<file path="config.mk">
export PLATFORM = sky130hd
export DESIGN_NAME = sample_bram_ctrl_flat
export DESIGN_NICKNAME = d
export VERILOG_FILES = /design/src/rtl/sample_bram_ctrl_if.sv /design/src/rtl/sample_bram_ctrl.sv /design/src/flat_wrapper.sv
export SDC_FILE = /design/constraint.sdc
export NUM_CORES = 1
export LEC_CHECK = 0
export ABC_AREA = 1
export CELL_PAD_IN_SITES_DETAIL_PLACEMENT = 0
export CELL_PAD_IN_SITES_GLOBAL_PLACEMENT = 1
export CORE_UTILIZATION = 32
export CTS_CLUSTER_SIZE = 25
export DETAILED_ROUTE_END_ITERATION = 8
export PLACE_DENSITY = 0.86
export SLEW_MARGIN = 20
export SYNTH_ARGS = -nofsm -noshare
export SYNTH_HDL_FRONTEND = slang
export SYNTH_SLANG_ARGS = --single-unit
</file>
<file path="constraint.sdc">
create_clock -name i_clk -period 2.9 [get_ports i_clk]
set_input_delay 0.435 -clock i_clk [delete_from_list [all_inputs] [get_ports i_clk]]
set_output_delay 0.435 -clock i_clk [all_outputs]
set_load 0.01 [all_outputs]
</file>
<file path="src/rtl/sample_bram_ctrl_if.sv">
// Bus bundle between the sample buffer controller, the UART word assembler,
// the FIR engine and a single-port BRAM.
interface sample_bram_ctrl_if #(
    parameter int ADDR_W = 10
);
    logic              i_clear;
    logic              i_wr_valid;
    logic [31:0]       i_wr_data;
    logic              o_wr_busy;
    logic              i_rd_req;
    logic              o_rd_busy;
    logic [31:0]       o_rd_data;
    logic              o_rd_valid;
    logic              o_bram_en;
    logic              o_bram_we;
    logic [ADDR_W-1:0] o_bram_addr;
    logic [31:0]       o_bram_wdata;
    logic [31:0]       i_bram_rdata;
    logic [ADDR_W:0]   o_count;
    logic              o_full;

    modport slave (
        input  i_clear, i_wr_valid, i_wr_data, i_rd_req, i_bram_rdata,
        output o_wr_busy, o_rd_busy, o_rd_data, o_rd_valid,
               o_bram_en, o_bram_we, o_bram_addr, o_bram_wdata,
               o_count, o_full
    );

    modport master (
        output i_clear, i_wr_valid, i_wr_data, i_rd_req, i_bram_rdata,
        input  o_wr_busy, o_rd_busy, o_rd_data, o_rd_valid,
               o_bram_en, o_bram_we, o_bram_addr, o_bram_wdata,
               o_count, o_full
    );
endinterface

</file>
<file path="src/rtl/sample_bram_ctrl.sv">
// Sample buffer controller: arbitrates one pending write and one pending read
// onto a single-port BRAM; stored samples are replayed cyclically by reads.
module sample_bram_ctrl #(
    parameter int ADDR_W = 10,
    parameter int DEPTH  = 1024
) (
    input  logic              i_clk,
    input  logic              i_rst,
    sample_bram_ctrl_if.slave bus
);
    localparam int              DATA_W  = 32;
    localparam logic [ADDR_W:0] DEPTH_C = (ADDR_W + 1)'(DEPTH);

    typedef enum logic [1:0] {EMPTY, FILL, FULL} phase_t;

    phase_t              state, state_nxt;
    logic                full;
    logic                wr_pend, rd_pend, rd_first;
    logic [DATA_W-1:0]   wr_data_q;
    logic [ADDR_W-1:0]   wr_addr_q;
    logic [ADDR_W-1:0]   wr_ptr, rd_ptr;
    logic [ADDR_W:0]     count, count_inc, rd_ptr_inc;
    logic                wr_cap, rd_cap, conflict, grant_wr, grant_rd;
    logic                rd_vld_p1, rd_vld_p2;
    logic [DATA_W-1:0]   rd_data_p2;

    assign count_inc  = count + 1'b1;
    assign rd_ptr_inc = {1'b0, rd_ptr} + 1'b1;

    assign bus.o_wr_busy = wr_pend | full;
    assign bus.o_rd_busy = rd_pend | (count == '0);
    assign wr_cap        = bus.i_wr_valid & ~bus.o_wr_busy & ~bus.i_clear;
    assign rd_cap        = bus.i_rd_req & ~bus.o_rd_busy & ~bus.i_clear;
    assign conflict      = wr_pend & rd_pend;

    // On a conflict, rd_first remembers which side lost last time.
    always_comb begin
        grant_wr = 1'b0;
        grant_rd = 1'b0;
        if (!bus.i_clear) begin
            if (conflict) begin
                grant_rd = rd_first;
                grant_wr = ~rd_first;
            end else begin
                grant_wr = wr_pend;
                grant_rd = rd_pend;
            end
        end
    end

    assign bus.o_bram_en    = grant_wr | grant_rd;
    assign bus.o_bram_we    = grant_wr;
    assign bus.o_bram_addr  = grant_wr ? wr_addr_q : (grant_rd ? rd_ptr : '0);
    assign bus.o_bram_wdata = grant_wr ? wr_data_q : '0;
    assign bus.o_count      = count;
    assign bus.o_full       = full;
    assign bus.o_rd_data    = rd_data_p2;
    assign bus.o_rd_valid   = rd_vld_p2;

    always_ff @(posedge i_clk or posedge i_rst) begin
        if (i_rst) begin
            state <= EMPTY;
        end else begin
            state <= state_nxt;
        end
    end

    always_comb begin
        state_nxt = state;
        full      = 1'b0;
        case (state)
            EMPTY:   if (grant_wr) state_nxt = (count_inc == DEPTH_C) ? FULL : FILL;
            FILL:    if (grant_wr && count_inc == DEPTH_C) state_nxt = FULL;
            FULL:    full = 1'b1;
            default: state_nxt = EMPTY;
        endcase
        if (bus.i_clear) state_nxt = EMPTY;
    end

    always_ff @(posedge i_clk or posedge i_rst) begin
        if (i_rst) begin
            wr_pend  <= 1'b0;
            rd_pend  <= 1'b0;
            rd_first <= 1'b0;
            wr_ptr   <= '0;
            rd_ptr   <= '0;
            count    <= '0;
        end else if (bus.i_clear) begin
            wr_pend  <= 1'b0;
            rd_pend  <= 1'b0;
            rd_first <= 1'b0;
            wr_ptr   <= '0;
            rd_ptr   <= '0;
            count    <= '0;
        end else begin
            if (grant_wr) begin
                wr_pend <= 1'b0;
                wr_ptr  <= wr_ptr + 1'b1;
                count   <= count_inc;
            end else if (wr_cap) begin
                wr_pend <= 1'b1;
            end
            if (grant_rd) begin
                rd_pend <= 1'b0;
                rd_ptr  <= (rd_ptr_inc == count) ? '0 : rd_ptr_inc[ADDR_W-1:0];
            end else if (rd_cap) begin
                rd_pend <= 1'b1;
            end
            if (conflict) rd_first <= grant_wr;
        end
    end

    // Write holding register is pure data; wr_pend qualifies it.
    always_ff @(posedge i_clk) begin
        if (wr_cap) begin
            wr_data_q <= bus.i_wr_data;
            wr_addr_q <= wr_ptr;
        end
    end

    // Read return pipeline: strobe -> BRAM latency -> output register.
    // Not touched by i_clear so an in-flight read still completes.
    always_ff @(posedge i_clk or posedge i_rst) begin
        if (i_rst) begin
            rd_vld_p1  <= 1'b0;
            rd_vld_p2  <= 1'b0;
            rd_data_p2 <= '0;
        end else begin
            rd_vld_p1 <= grant_rd;
            rd_vld_p2 <= rd_vld_p1;
            if (rd_vld_p1) rd_data_p2 <= bus.i_bram_rdata;
        end
    end
endmodule
</file>
<file path="src/flat_wrapper.sv">
// flat-port wrapper written by rule: the top's interface ports become plain ports
module sample_bram_ctrl_flat 
#(
    parameter int ADDR_W = 10,
    parameter int DEPTH  = 1024
)
  (i_clk, i_rst, bus_i_clear, bus_i_wr_valid, bus_i_wr_data, bus_i_rd_req, bus_i_bram_rdata, bus_o_wr_busy, bus_o_rd_busy, bus_o_rd_data, bus_o_rd_valid, bus_o_bram_en, bus_o_bram_we, bus_o_bram_addr, bus_o_bram_wdata, bus_o_count, bus_o_full);
  sample_bram_ctrl_if #(.ADDR_W(ADDR_W)) bus_i ();
  input  logic i_clk;
  input  logic i_rst;
  input wire logic [$bits(bus_i.i_clear)-1:0] bus_i_clear;
  input wire logic [$bits(bus_i.i_wr_valid)-1:0] bus_i_wr_valid;
  input wire logic [$bits(bus_i.i_wr_data)-1:0] bus_i_wr_data;
  input wire logic [$bits(bus_i.i_rd_req)-1:0] bus_i_rd_req;
  input wire logic [$bits(bus_i.i_bram_rdata)-1:0] bus_i_bram_rdata;
  output wire logic [$bits(bus_i.o_wr_busy)-1:0] bus_o_wr_busy;
  output wire logic [$bits(bus_i.o_rd_busy)-1:0] bus_o_rd_busy;
  output wire logic [$bits(bus_i.o_rd_data)-1:0] bus_o_rd_data;
  output wire logic [$bits(bus_i.o_rd_valid)-1:0] bus_o_rd_valid;
  output wire logic [$bits(bus_i.o_bram_en)-1:0] bus_o_bram_en;
  output wire logic [$bits(bus_i.o_bram_we)-1:0] bus_o_bram_we;
  output wire logic [$bits(bus_i.o_bram_addr)-1:0] bus_o_bram_addr;
  output wire logic [$bits(bus_i.o_bram_wdata)-1:0] bus_o_bram_wdata;
  output wire logic [$bits(bus_i.o_count)-1:0] bus_o_count;
  output wire logic [$bits(bus_i.o_full)-1:0] bus_o_full;
  assign bus_i.i_clear = bus_i_clear;
  assign bus_i.i_wr_valid = bus_i_wr_valid;
  assign bus_i.i_wr_data = bus_i_wr_data;
  assign bus_i.i_rd_req = bus_i_rd_req;
  assign bus_i.i_bram_rdata = bus_i_bram_rdata;
  assign bus_o_wr_busy = bus_i.o_wr_busy;
  assign bus_o_rd_busy = bus_i.o_rd_busy;
  assign bus_o_rd_data = bus_i.o_rd_data;
  assign bus_o_rd_valid = bus_i.o_rd_valid;
  assign bus_o_bram_en = bus_i.o_bram_en;
  assign bus_o_bram_we = bus_i.o_bram_we;
  assign bus_o_bram_addr = bus_i.o_bram_addr;
  assign bus_o_bram_wdata = bus_i.o_bram_wdata;
  assign bus_o_count = bus_i.o_count;
  assign bus_o_full = bus_i.o_full;
  sample_bram_ctrl #(.ADDR_W(ADDR_W), .DEPTH(DEPTH)) u_core (.i_clk(i_clk), .i_rst(i_rst), .bus(bus_i));
endmodule
</file>
==> metrics, run 1 <==
status complete, no violations; post-cts sizing count 0; crit path capture type output pin; area grow syn2layout 42.30%; Worst R2R Path Depth 11; synthesized cell area 0.005165 mm^2; min Tclk post-route 2.770 ns; flop-to-flop setup slack 0.94 ns; DR DRC count 0; cell with the most instances after synthesis nand2_1; Crit Path Class register to output pin; Cells after Synth ~540; site row count 46; Final Setup Violations 0; first drt pass iteration count 5; Slowest-stage cell, CP clkdlybuf4s50_1; RSZ-0062 raised after global routing no; achievable clock frequency between 300 and 400 MHz; clock sinks 112; Synth area leader dfrtp_1; Slew HR between 70% and 80%; Req. time, crit path approximately 2.5 ns; RD Place Congestion 0.7934; Setup crit start u_core.wr_pend; clock tree buffer depth 2; Final Max Tran Viols 0; H-tree level count 3; Max FO, Critical Path 14; placed instance count 916; Yosys reg bits 112; Hold Crit Class input port to async pin; clk_skew 0.007751 ns; DR iter-0 viols roughly 230; syn avg cell area 9.529 um^2; final cell count without fillers 932; CP Cell Sequence inv_1, o21ai_1, nor2_1, inv_2, o21ai_0, clkdlybuf4s50_1; worst reg2reg startpoint u_core.bus.o_count[0]; Synth top area share approximately 34%; top_reg_cell synth dfrtp_1; proportion of layout cells with a drive suffix above 1 11.59%; final hold viol count 0; Largest stage delay, worst path roughly 0.58 ns; post-route ant nets 0; reg2reg end u_core.state[1]; I/O pin count 160; Antenna Cells 0; average wire per standard cell between 10 and 15 um; Post-DP HPWL 9873 um; CTS tree done; Initial Util about 33%; Via density ~4.5; top cells by area, synth dfrtp_1 (34%), edfxtp_1 (24%), nand2_1 (9.1%); fraction of registers with async set/reset 62.50%; final worst slack 0.1298 ns; die width 129.0 um; maxcap violations 0; Leak Pwr about 0.0031 uW; largest net degree at the start of global routing 34; first-pass GRT wire length 21230 um; Overall Global Routing Usage between 10% and 20%; number of enable flip-flop cells after synthesis 42; Clk Tree Root Cell clkbuf_16; Reg clk slew, reported paths about 0.070 ns; post-CTS setup repair buffer count 0; Critical Path AT 2.34 ns; register area share after synthesis 58.33%; initial antenna violation count 0; Yosys cell types 33; Worst Max-Slew Pin Slew 0.4324 ns; PwrDens 615.6 mW/mm^2; vias in the first global route 4258; Remaining Overflow, GRT 0; worst vdd ir 0.4035 mV; clock buffer count from CTS 9; PortBufs around 160; Syn Nets 615; core area 0.01583 mm^2; Synth warnings 0; final core utilization 46.43%; Final Cycle Share 95.52%; CTS Hold Bufs 0; Post-Route WL 13060 um; die height 129.0 um; CP Launch Type register; Commonest cells post-synth nand2_1 (125), inv_1 (73), dfrtp_1 (70); Die Area approximately 0.017 mm^2; pre-CTS WS 0.2207 ns; Critical Path End bus_o_bram_addr[0]; nets about 800; Worst-Skew Late Latency 0.35 ns; via count 4231; Fin Setup TNS 0 ns
==> area by class of cell <==
| type | instances | area (um^2) |
|---|---|---|
| Tap cell | 216 | 270.3 |
| Clock inverter | 6 | 35.03 |
| Multi-Input combinational cell | 339 | 1815 |
| Inverter | 78 | 292.8 |
| Clock buffer | 10 | 229.0 |
| Sequential cell | 112 | 3013 |
| Timing Repair Buffer | 171 | 1694 |
| Fill cell | 1535 | 8478 |
==> registers in the layout (all words and copies together) (netlist names) <==
signal	count
u_core.bus.o_count	11
u_core.bus.o_rd_data	32
u_core.bus.o_rd_valid	1
u_core.rd_first	1
u_core.rd_pend	1
u_core.rd_ptr	10
u_core.rd_vld_p1	1
u_core.state	2
u_core.wr_addr_q	10
u_core.wr_data_q	32
u_core.wr_pend	1
u_core.wr_ptr	10
==> kinds of logic after synthesis <==
family / count (synthesis) / share of synthesized area, %
buffers and inverters: 91 / 6.662
and+or+nand+nor: 256 / 22.07
adders and majority gates: 4 / 0.9690
AOI/OAI and AO/OA: 47 / 4.990
muxes: 32 / 6.977
DFF: 112 / 58.33
==> power by group <==
part	internal [uW]	switching, uW
Clock	578	555
Combinational	764	532
Sequential	1950	147
Total	3290	1230
==> per-stage QoR <==
step / hold WS [ns] / instance area [um^2] / total power (uW)
final: 0.3331 / 7350 / 4524
after detailed placement: 0.4486 / 7086 / 3439
after CTS: 0.3324 / 7350 / 4591
after global routing: 0.3462 / 7350 / 4754
after global placement: 0.4342 / 7086 / 3408
after floorplan: 0.3519 / 5165 / 2646
==> how the worst min path moves through the flow <==
stage	from	to	depth (start not counted)	slack [ns]
6_report	i_rst	u_core.bus.o_rd_data[9]	2	0.33
5_1_grt	i_rst	u_core.bus.o_rd_data[4]	2	0.35
4_1_cts	i_rst	u_core.bus.o_rd_data[4]	2	0.33
3_5_place_dp	u_core.wr_ptr[5]	u_core.wr_addr_q[5]	0	0.45
3_3_place_gp	u_core.wr_ptr[5]	u_core.wr_addr_q[5]	0	0.43
2_1_floorplan	u_core.rd_vld_p1	u_core.bus.o_rd_valid	0	0.35
==> metal layers <==
metal  part of all wire, %  global-route usage, %
met3                   6.8                  5.244
met2                    51                  29.25
met1                    40                  19.04
met5                     0                      0
met4                   1.4                  5.536
==> layout by cell type (no fill, tap or decap), types with 2 or more instances in the layout <==
cell type and n:
inv_2 4, clkdlybuf4s50_1 159, a21oi_1 13, clkbuf_16 9, nor2_1 62, nand2_1 125, nand3_1 30, buf_4 11
mux2_2 32, nor2_4 5, clkinv_1 3, nor3_1 6, o21ai_1 3, dfrtp_1 70, nor2_2 4, o21ai_0 21
clkinv_2 2, edfxtp_1 42, nand2_2 9, ha_1 4, inv_1 72, nor4_1 2, o22ai_1 5, nand4_1 8
==> critical path: cells and delay by family (launching register included) <==
kind	cells	cell delay, ns
flip-flops	1	0.41
AO/OA/AOI/OAI	2	0.33
AND/OR/NAND/NOR	1	0.33
buffers and inverters	3	0.91
No activity file was read; power rests on OpenSTA's default activity.
==> run 2, diff against run 1 <==
CTS_CLUSTER_DIAMETER = 200   (was unset)
PLACE_DENSITY = 0.87   (was 0.86)
==> run 2 against run 1 <==
Critical path depth up 1. Final cell count down 0.21%. Via count down 1.2%. Non-clock buffer count down 2. Routed wire length down 3.6%. Critical endpoint is now bus_o_rd_busy. Highest routed layer unchanged.
==> metrics, run 2 (same netlist as run 1, synthesis figures left out) <==
Initial Util 32.63% (unchanged); Reg clk slew, reported paths 0.08 ns (was 0.07 ns); Worst-Skew Late Latency 0.35 ns (about the same); Final Cycle Share 87.87% (was 95.52%); Overall Global Routing Usage 15.93% (was 16.58%); via count 4182 (was 4231); Layout fillers 1511 (was 1535); DR iter-0 viols 167 (was 233); worst vdd ir 0.4211 mV (was 0.4035 mV); maxcap violations 0 (unchanged); post-CTS setup repair buffer count 0 (unchanged); DR DRC count 0 (unchanged); Max FO, Critical Path 8 (was 14); H-tree level count 3 (unchanged); first-pass GRT wire length 20490 um (was 21230 um); clk_skew 0.009737 ns (was 0.007751 ns); Critical Path AT 2.11 ns (was 2.34 ns); Clk Tree Root Cell clkbuf_16 (unchanged); Fin Setup TNS 0 ns (unchanged); largest net degree at the start of global routing 71 (was 34); Req. time, crit path 2.47 ns (about the same); Post-Route WL 12590 um (was 13060 um); clock tree buffer depth 2 (unchanged); CP Launch Type register (unchanged); commonest non-fill, non-tap cells in the layout clkdlybuf4s50_1 (159), nand2_1 (125), inv_1 (72) (unchanged); CTS tree done (unchanged); Worst Max-Slew Pin Slew 0.4328 ns (was 0.4324 ns); average wire per standard cell 13.54 um (was 14.01 um); proportion of layout cells with a drive suffix above 1 11.62% (was 11.59%); PwrDens 619.1 mW/mm^2 (was 615.6 mW/mm^2); post-route ant nets 0 (unchanged); final core utilization 46.39% (was 46.43%); Crit Path Class register to output pin (unchanged); clock sinks 112 (unchanged); hold path start u_core.wr_ptr[5]; die height 129.0 um (unchanged); area grow syn2layout 42.15% (was 42.30%); worst reg2reg startpoint u_core.bus.o_count[0] (unchanged); placed instance count 914 (was 916); vias in the first global route 4166 (was 4258); RD Place Congestion 0.7671 (was 0.7934); RSZ-0062 raised after global routing no (unchanged); crit path capture type output pin (unchanged); I/O pin count 160 (unchanged); core area 0.01583 mm^2 (unchanged); Worst R2R Path Depth 11 (unchanged); most common cell after layout, fill and taps aside clkdlybuf4s50_1 (unchanged); Slew HR 71.15% (was 71.17%); achievable clock frequency 392.4 MHz (was 361.0 MHz); nets 782 (was 784); Leak Pwr 0.003115 uW (was 0.003111 uW); Post-DP HPWL 9336 um (was 9873 um); Final Setup Violations 0 (unchanged); first drt pass iteration count 4 (was 5); status complete, no violations (unchanged); Design Power 4546 uW (was 4524 uW); Remaining Overflow, GRT 0 (unchanged); Hold Crit Class register to register (was input port to async pin); Via density 4.497 (was 4.540); post-cts sizing count 0 (unchanged); hold path depth 0; site row count 46 (unchanged); Antenna Cells 0 (unchanged); final hold viol count 0 (unchanged); CTS Hold Bufs 0 (unchanged); initial antenna violation count 0 (unchanged); min Tclk post-route 2.548 ns (was 2.770 ns); final cell count without fillers 930 (was 932); Die Area 0.01665 mm^2 (unchanged); Final Max Tran Viols 0 (unchanged); PortBufs 159 (unchanged); clock buffer count from CTS 9 (unchanged); Setup crit start u_core.bus.o_count[0] (was u_core.wr_pend); die width 129.0 um (unchanged)
-- run 2: cell count changes in the layout (fill, tap and decap cells not counted) --
cell        previous run  this run
inv_6                  1         2
clkinvlp_4             1         0
clkinv_2               2         4
buf_4                 11         9
clkinv_1               3         2
clkinv_4               0         1
clkbuf_1               1         0
clkinvlp_2             1         0
-- run 2: routing by layer --
layer,vias up,share of wire (%),track usage (%)
met2,103,50,27.15
met5,-,0,0
met4,0,1.8,5.675
met3,16,5.6,4.500
met1,1965,43,19.29
li1,2098,-,-
-- run 2: power breakdown --
group	total (uW)	switching, uW	leakage [uW]	internal, uW
Sequential	2090	143	0.00131	1950
Clock	1180	589	0.000140	586
Combinational	1280	519	0.00167	762
Total	4550	1250	0.00312	3290
-- run 2: worst max-delay path: stages, from the launching register on --
cell and delay, ns:
dfrtp_1 0.47, inv_1 0.12, ha_1 0.15, nand2_1 0.05, nor3_1 0.13, nand4_1 0.19
nand2_1 0.10, clkdlybuf4s50_1 0.55
-- run 2: stage by stage --
stage	hold slack (ns)	cell area, um^2	setup slack, ns
6_report	0.4457	7342	0.3519
5_1_grt	0.4680	7342	0.1533
4_1_cts	0.4499	7342	0.3027
3_5_place_dp	0.4336	7071	0.3694
3_3_place_gp	0.4312	7071	0.3940
2_1_floorplan	0.3519	5165	0.03401
-- run 2: cell type report --
cell class / count / area [um^2] / area share [%]
clock buffer: 9 / 225.2 / 3.067
clock inverter: 7 / 46.29 / 0.6305
inverter: 78 / 292.8 / 3.988
multi-input combinational: 339 / 1815 / 24.73
sequential: 112 / 3013 / 41.04
tap: 216 / 270.3 / 3.681
timing repair buffer: 169 / 1679 / 22.87
-- run 2: final timing paths --
path	to	slack (ns)
worst max-delay path	bus_o_rd_busy	0.35
worst min-delay path	u_core.wr_addr_q[5]	0.45
worst max register to register	u_core.state[1]	0.91
worst min register to register	u_core.wr_addr_q[5]	0.45
max in group asynchronous	u_core.bus.o_count[2]	2.10
min in group asynchronous	u_core.bus.o_rd_data[0]	0.48
==> run 3, diff against run 2 <==
==> constraint.sdc (replaced) <==
create_clock -name i_clk -period 2.9 [get_ports i_clk]
set_input_delay 0.725 -clock i_clk [delete_from_list [all_inputs] [get_ports i_clk]]
set_output_delay 0.725 -clock i_clk [all_outputs]
set_load 0.01 [all_outputs]
==> run 3 against run 2 <==
Sequential cell count stayed put. Clock-buffer cell count stayed put. Via count is 1.1% lower. Critical path depth is 2 lower. Worst hold slack better by 0.010 ns. Clock power hardly changed. Combinational power hardly changed. Total power is 0.65% higher. Global-route usage is 0.64 points higher. Setup slack worse by 0.28 ns. Clock skew is 0.0016 ns lower. Die area stayed put.
==> metrics, run 3 (same netlist as run 1, synthesis figures left out) <==
die width 129.0 um (unchanged); CP Launch Type input port (was register); average wire per standard cell 14.14 um (was 13.54 um); RD Place Congestion 0.8008 (was 0.7671); Clk Tree Root Cell clkbuf_16 (unchanged); initial antenna violation count 0 (unchanged); Reg clk slew, reported paths 0.08 ns (about the same); Antenna Cells 0 (unchanged); hold path depth 0 (unchanged); Gate power share 28.7% (was 28.2%); achievable clock frequency 353.2 MHz (was 392.4 MHz); area grow syn2layout 43.70% (was 42.15%); Leak Pwr 0.003379 uW (was 0.003115 uW); Req. time, crit path 2.17 ns (was 2.47 ns); worst vdd ir 0.5438 mV (was 0.4211 mV); Sw Share 27.91% (was 27.52%); Via density 4.422 (was 4.497); Worst Max-Slew Pin Slew 0.4430 ns (was 0.4328 ns); clock buffer count from CTS 9 (unchanged); Overall Global Routing Usage 16.56% (was 15.93%); Final Cycle Share 97.64% (was 87.87%); worst reg2reg startpoint u_core.rd_ptr[0] (was u_core.bus.o_count[0]); Critical Path AT 2.11 ns (about the same); DR iter-0 viols 211 (was 167); Int Power 3299 uW (was 3295 uW); H-tree level count 3 (unchanged); die height 129.0 um (unchanged); largest net degree at the start of global routing 71 (unchanged); maxcap violations 0 (unchanged); RSZ-0062 raised after global routing no (unchanged); post-route ant nets 0 (unchanged); proportion of layout cells with a drive suffix above 1 12.38% (was 11.62%); PortBufs 159 (unchanged); final worst slack 0.06837 ns (was 0.3519 ns); CTS tree done (unchanged); Post-DP HPWL 9735 um (was 9336 um); placed instance count 919 (was 914); Slew HR 70.47% (was 71.15%); site row count 46 (unchanged); min Tclk post-route 2.832 ns (was 2.548 ns); Post-Route WL 13220 um (was 12590 um); commonest non-fill, non-tap cells in the layout clkdlybuf4s50_1 (137), nand2_1 (125), inv_1 (72) (was clkdlybuf4s50_1 (159), nand2_1 (125), inv_1 (72)); status complete, no violations (unchanged); vias in the first global route 3998 (was 4166); nets 787 (was 782); Max FO, Critical Path 12 (was 8); Flop pwr share 45.5% (was 46.0%); I/O pin count 160 (unchanged); Finished Cell Area 0.007422 mm^2 (was 0.007342 mm^2); clock sinks 112 (unchanged); clk_skew 0.008110 ns (was 0.009737 ns); crit path capture type output pin (unchanged); most common cell after layout, fill and taps aside clkdlybuf4s50_1 (unchanged); via count 4135 (was 4182); Worst R2R Path Depth 12 (was 11); Placed Area 0.007133 mm^2 (was 0.007071 mm^2); Fin Setup TNS 0 ns (unchanged); Hold Crit Class register to register (unchanged); worst hold slack 0.4560 ns (was 0.4457 ns); Psw 1277 uW (was 1251 uW); first drt pass iteration count 4 (unchanged); Clk pwr share 25.8% (was 25.9%); Remaining Overflow, GRT 0 (unchanged); hold path start u_core.wr_ptr[5] (unchanged); final cell count without fillers 935 (was 930); clock tree buffer depth 2 (unchanged); DR DRC count 0 (unchanged); Initial Util 32.63% (unchanged); Layout fillers 1516 (was 1511); Final Setup Violations 0 (unchanged); core area 0.01583 mm^2 (unchanged); first-pass GRT wire length 20980 um (was 20490 um); PwrDens 616.4 mW/mm^2 (was 619.1 mW/mm^2); Die Area 0.01665 mm^2 (unchanged); Crit Path Class input port to output pin (was register to output pin); Final Max Tran Viols 0 (unchanged); final hold viol count 0 (unchanged); Setup crit start bus_i_clear (was u_core.bus.o_count[0]); pre-CTS WS -0.1916 ns (was 0.3694 ns); Worst-Skew Late Latency 0.35 ns (about the same)
## run 3: changes by cell type in the layout (fill, tap and decap cells not counted), sizes merged
cell and change:
clkinv -1, dlymetal6s2s +11, buf +5, inv +1, clkdlybuf4s50 -22, dlygate4sd2 +11
## run 3: repair_timing
| action | 4_1_cts | 5_1_grt |
|---|---|---|
| setup buffers | 0 | 0 |
| pin swaps | 1 | 0 |
| hold buffers | 0 | 0 |
| gates resized for setup | 19 | 11 |
| setup endpoints to repair | 44 | 11 |
## run 3: metal layers
metal  global-route usage, %  vias to the layer above  part of all wire (%)
met4                   6.021                        0                   1.6
li1                        -                     2099                     -
met1                   21.96                     1920                    47
met5                       0                        -                     0
met3                   3.097                       13                   5.2
met2                   27.12                      103                    46
## run 3: through the flow
stage               utilization [%]  power (uW)
global route                  46.89        4789
finish                        46.89        4575
CTS                           46.72        4644
floorplan                         -        2645
global placement              45.07        3433
detailed placement            45.07        3456
## run 3: path summary, 6_finish.rpt
kind / end / slack [ns]
worst min register to register: u_core.wr_addr_q[5] / 0.46
max in group asynchronous: u_core.bus.o_count[1] / 1.78
worst max register to register: u_core.rd_ptr[5] / 1.01
min in group asynchronous: u_core.bus.o_rd_data[21] / 0.78
worst min-delay path: u_core.wr_addr_q[5] / 0.46
worst max-delay path: bus_o_bram_addr[9] / 0.07
## run 3: worst max-delay path, stage by stage
cell and delay [ns]:
dlygate4sd2_1 0.29, nor2_2 0.16, inv_2 0.14, o21ai_0 0.22, clkdlybuf4s50_1 0.57
## run 3: area by class of cell
class / count / area (um^2) / area share (%)
Multi-Input combinational cell: 339 / 1821 / 24.53
Clock buffer: 9 / 225.2 / 3.034
Clock inverter: 7 / 43.79 / 0.5900
Sequential cell: 112 / 3014 / 40.61
Inverter: 78 / 292.8 / 3.945
Tap cell: 216 / 270.3 / 3.641
Timing Repair Buffer: 174 / 1755 / 23.65
## run 3: power groups by stage
stage          clock (uW)  combinational [uW]  sequential (uW)
3_5_place_dp            0                1340             2120
6_report             1180                1310             2080
5_1_grt              1270                1400             2120
2_1_floorplan           0                 423             2220
4_1_cts              1220                1340             2080
3_3_place_gp            0                1330             2100
